<file path="src/rtl/cordic_vectoring.sv">
// cordic_vectoring: iterative CORDIC in vectoring mode, (x,y) -> gain-compensated magnitude and atan2 angle
module cordic_vectoring #(
  parameter int ITERATIONS = 15
) (
  input  logic               clock,
  input  logic               reset_n,
  input  logic               start,
  input  logic signed [31:0] x_in,
  input  logic signed [31:0] y_in,
  output logic               busy,
  output logic               done,
  output logic signed [31:0] magnitude,
  output logic signed [31:0] angle
);
  typedef enum logic [1:0] {IDLE, ITER, SCALE} state_t;
  // atan(2^-i) with 2^28 = 45 degrees; entry 31 is never reached
  localparam logic [31:0] ATAN [32] = '{
    32'h10000000, 32'h0972028F, 32'h04FD9C2E, 32'h028888EA, 32'h014586A2, 32'h00A2EBF1,
    32'h00517B0F, 32'h0028BE2B, 32'h00145F2A, 32'h000A2F97, 32'h000517CC, 32'h00028BE6,
    32'h000145F3, 32'h0000A2FA, 32'h0000517D, 32'h000028BE, 32'h0000145F, 32'h00000A30,
    32'h00000518, 32'h0000028C, 32'h00000146, 32'h000000A3, 32'h00000051, 32'h00000029,
    32'h00000014, 32'h0000000A, 32'h00000005, 32'h00000003, 32'h00000001, 32'h00000001,
    32'h00000000, 32'h00000000
  };
  localparam logic signed [33:0] MAG_MAX = 34'sh0_7FFF_FFFF;
  state_t state, state_nxt;
  logic signed [33:0] x, y, x_ext, y_ext, x_sh, y_sh, m;
  logic [31:0] z;
  logic [4:0] i;
  logic zero;
  assign busy  = state != IDLE;
  assign x_ext = {{2{x_in[31]}}, x_in};
  assign y_ext = {{2{y_in[31]}}, y_in};
  assign x_sh  = x >>> i;
  assign y_sh  = y >>> i;
  assign m     = (x >>> 1) + (x >>> 3) - (x >>> 6) - (x >>> 9);
  always_comb begin
    state_nxt = (state == IDLE) ? (start ? ITER : IDLE) :
                (state == ITER) ? ((i == 5'(ITERATIONS - 1)) ? SCALE : ITER) : IDLE;
  end
  always_ff @(posedge clock or negedge reset_n) begin
    if (!reset_n) begin
      state     <= IDLE;
      done      <= 1'b0;
      magnitude <= '0;
      angle     <= '0;
      x         <= '0;
      y         <= '0;
      z         <= '0;
      i         <= '0;
      zero      <= 1'b0;
    end else begin
      state <= state_nxt;
      done  <= state == SCALE;
      if (state == IDLE && start) begin
        // left half-plane vectors are mirrored into the right half-plane by +/-180 degrees
        x    <= x_in[31] ? -x_ext : x_ext;
        y    <= x_in[31] ? -y_ext : y_ext;
        z    <= !x_in[31] ? '0 : y_in[31] ? 32'hC000_0000 : 32'h4000_0000;
        i    <= '0;
        zero <= x_in == 0 && y_in == 0;
      end else if (state == ITER) begin
        x <= y[33] ? x - y_sh : x + y_sh;
        y <= y[33] ? y + x_sh : y - x_sh;
        z <= y[33] ? z - ATAN[i] : z + ATAN[i];
        i <= i + 5'd1;
      end else if (state == SCALE) begin
        magnitude <= (m > MAG_MAX) ? 32'sh7FFF_FFFF : m[31:0];
        angle     <= zero ? '0 : z;
      end
    end
  end
endmodule

</file>
<file path="config.mk">
export PLATFORM = sky130hd
export DESIGN_NAME = cordic_vectoring
export DESIGN_NICKNAME = d
export VERILOG_FILES = /design/src/rtl/cordic_vectoring.sv
export SDC_FILE = /design/constraint.sdc
export NUM_CORES = 1
export LEC_CHECK = 0
export BUFFER_PORTS_ARGS = -buffer_cell sky130_fd_sc_hd__buf_4
export CAP_MARGIN = 0
export CORE_AREA = 5 5 251 253
export DETAILED_ROUTE_END_ITERATION = 6
export DIE_AREA = 0 0 256 258
export GPL_ROUTABILITY_DRIVEN = 0
export SETUP_SLACK_MARGIN = 0.1
export SYNTH_ARGS = -nofsm -noshare
export SYNTH_HDL_FRONTEND = slang
export SYNTH_SLANG_ARGS = --single-unit
export TNS_END_PERCENT = 10
</file>
<file path="constraint.sdc">
create_clock -name clock -period 6.1 [get_ports clock]
set_input_delay 0.305 -clock clock [delete_from_list [all_inputs] [get_ports clock]]
set_output_delay 0.305 -clock clock [all_outputs]
set_load 0.01 [all_outputs]
</file>
==> impl_results.md <==
* Pre-antenna DRT Iters at 6
* Cell taking the most area after synthesis: dfrtp_1
* Drt via density at 6.16
* Crit. End Element: flip-flop
* RSZ-0062 raised after global routing: true
* Element type at the critical path start: flip-flop
* Area fraction in compound gates after synthesis at 24.7%
* Data required time of the worst path at 6.53 ns
* Num CTS Buffers at 17
* Longest Clk Path Bufs at 2
* Slew headroom at 27.6%
* Total clock sinks at 173
* Slew @ Worst Pin at 1.08 ns
* Commonest cells post-synth: 345 x nand2_1, 219 x a21oi_1, 219 x nor2_1, 179 x o21ai_0, 173 x dfrtp_1
* Yosys warning total at 0
* Largest family of logic cells by synthesized area: compound AO/OA/AOI/OAI gates
* Die Width at 256 um
* Wire per inst at 21.8 um
* EDFF count, synth at 0
* HPWL after DPL at 66.0 mm
* Mux cell area share after synthesis at 10.6%
* First-pass GRT wire length at 132 mm
* Highest clock rate at 172 MHz
* Ys flop type: dfrtp_1
* Post-synth cell types at 108
* Clock transition at path regs at 0.10 ns
* Clk Latency, worst-skew pair at 0.54 ns
* #FFs+latches synth at 173
* Critical path peak fanout at 6
* H-Tree Depth at 4
* Slowest CP cell: mux4_1
* I/O pin cnt at 133
* Die Y at 258 um
* Syn Inst Count at 2932
* Clk_skew at 0.0469 ns
* Clock root cell: clkbuf_16
* Total Nets Final at 3405
* Synth async-reset ratio at 100%
* Tcrit/Tclk final at 95.1%
* Die ar. at 66000 um^2
* Grt ovf at 0
* CP peak stage delay at 0.62 ns
* Max Cap Violations at 0
* Vias in the first global route at 23000
* CTS tree: done
* Syn nets at 3205
* Final Hold Viols at 0
* Post-synthesis sequential area ratio at 18.1%
* Post-Synth Adder-Cell Area at 12.7%
* Ranking of synthesized cells by area: dfrtp_1 18%, ha_1 7.6%, nand2_1 5.4%, fa_1 5.0%, mux4_2 5.0%
* Setup violations, final at 0
* Critical path class: flip-flop to flip-flop
* Syn Area/Cell at 8.15 um^2
* Tmin final at 5.80 ns
* IO Port Bufs at 132
* Detailed Route WL at 85.9 mm
* Post-synthesis instance area at 23900 um^2
* Synth Area in Simple Gates at 18.9%
* Worst path bufs/invs at 3
* Slew Limit Fails at 0
* Layout cell share with drive strength beyond 1 at 17.9%
* GRT Util Overall at 24.8%
* Crit path max-delay family: compound AO/OA/AOI/OAI gates
* Initial antenna violation count at 2
* Area delta synth->final at 15.4%
* Number of remaining DRC errors at 0
* 1st-iter DRT viols at 2619
* Tightest Hold Check Type: primary input to flip-flop
* Post-synth top area share at 18.1%
* Largest net degree at the start of global routing at 116
* Status: finished clean
* Antenna Nets Post-Route at 0
* WP data arrival at 6.24 ns
* Cells along the critical path: clkbuf_4, buf_4, mux4_1, o21ai_0, o31ai_1, a21oi_1, a21o_1, or4b_4, buf_4, nor2_1, a31oi_1, a21boi_0, o21ai_0, ha_1, a21o_1, a21o_1, a21oi_2, o21ai_0, a2111o_1, a41o_1, a2111o_1, o211ai_1
* Initial core utilization at 39.3%
* Post-Synth XOR/XNOR Area at 9.05%
* Core Area at 60800 um^2
* Total negative slack at 0 ns
* Cell Rows at 91
* Vias post-DR at 24300
* Top-count cell post-synth: nand2_1
-- cell usage in the layout, fill, tap and decap left out, types with 12 or more instances in the layout --
cell type / instances
a211oi_1: 48
a21o_1: 63
a21oi_1: 216
a22oi_1: 24
a31oi_1: 49
and2_1: 21
and3_1: 20
buf_4: 333
clkbuf_16: 19
dfrtp_1: 167
fa_1: 60
ha_1: 146
inv_1: 143
mux2_2: 29
mux2i_1: 64
mux4_2: 53
nand2_1: 345
nand2b_1: 27
nand3_1: 59
nand3b_1: 33
nor2_1: 219
nor2b_1: 32
nor3_1: 49
o211ai_1: 53
o21a_1: 14
o21ai_0: 175
o21ai_1: 12
o21bai_1: 16
o22ai_1: 36
o31ai_1: 31
o41ai_1: 14
or2_2: 15
or3_1: 21
or4_1: 17
xnor2_1: 136
xor2_1: 111
-- path summary, 6_finish.rpt --
| check | from | to | slack [ns] | cells after the start |
|---|---|---|---|---|
| max | i[0] | x[33] | 0.30 | 22 |
| min | y_in[2] | y[2] | 0.07 | 3 |
| max reg2reg | i[0] | x[33] | 0.30 | 22 |
| min reg2reg | angle[20] | angle[20] | 0.47 | 2 |
| max in group asynchronous | reset_n | x[17] | 4.25 | 3 |
| min in group asynchronous | reset_n | done | 0.47 | 2 |
-- state kept, by name, indices dropped and copies added (netlist names) --
register and count:
angle 32, done 1, i 5, magnitude 32, state 2, x 34
y 34, z 32, zero 1
-- worst min-delay path, stage by stage --
cell and delay [ns]:
buf_4 0.10, xnor2_1 0.10, o21ai_0 0.07
-- timing repair --
action,CTS,global route
gates resized for setup,1,31
setup buffers,1,13
hold buffers,1,0
hold endpoints to repair,64,0
endpoints found under the setup margin,4,20
gates cloned,0,2
pin swaps,0,4
-- metrics by stage --
step | hold WS (ns) | cells | cell area, um^2 | utilization, % | setup slack, ns
global placement | 0.451 | 3886 | 26700 | 43.9 | 0.124
floorplan | 0.00941 | 2932 | 23900 | - | 0.282
global route | 0.0830 | 3935 | 27600 | 45.4 | 0.0640
CTS | 0.0526 | 3920 | 27300 | 44.9 | 0.111
detailed placement | 0.457 | 3886 | 26700 | 43.9 | 0.0605
finish | 0.0699 | 3938 | 27600 | 45.4 | 0.298
-- cell type report --
cell class,instances,area [um^2]
Inverter,147,552
Tap cell,790,988
Clock buffer,17,425
Timing Repair Buffer,351,2830
Antenna cell,3,7.51
Sequential cell,173,4340
Multi-Input combinational cell,2442,18300
Fill cell,6033,33200
Clock inverter,15,171
-- per-layer routing --
metal | routed length, um | vias up | track usage [%] | part of all wire, %
met4 | 5410 | 0 | 13.7 | 6.3
met1 | 35300 | 11600 | 32.1 | 41
met2 | 37600 | 1167 | 38.3 | 44
li1 | - | 11200 | - | -
met3 | 7670 | 310 | 6.17 | 8.9
met5 | 0 | - | 0 | 0
-- kinds of logic (layout without fill, tap and decap cells) --
kind of cell / after synthesis / in the layout
adders and majority gates: 206 / 206
DFF: 173 / 173
AOI/OAI and AO/OA: 896 / 896
muxes: 167 / 167
buffers and inverters: 317 / 530
xor gates and xnor gates: 247 / 247
other: 0 / 3
and+or+nand+nor: 926 / 926
Power is left out: the tool's default activity adds up to more than one toggle a clock period on the data nets, which glitch-free logic cannot reach.
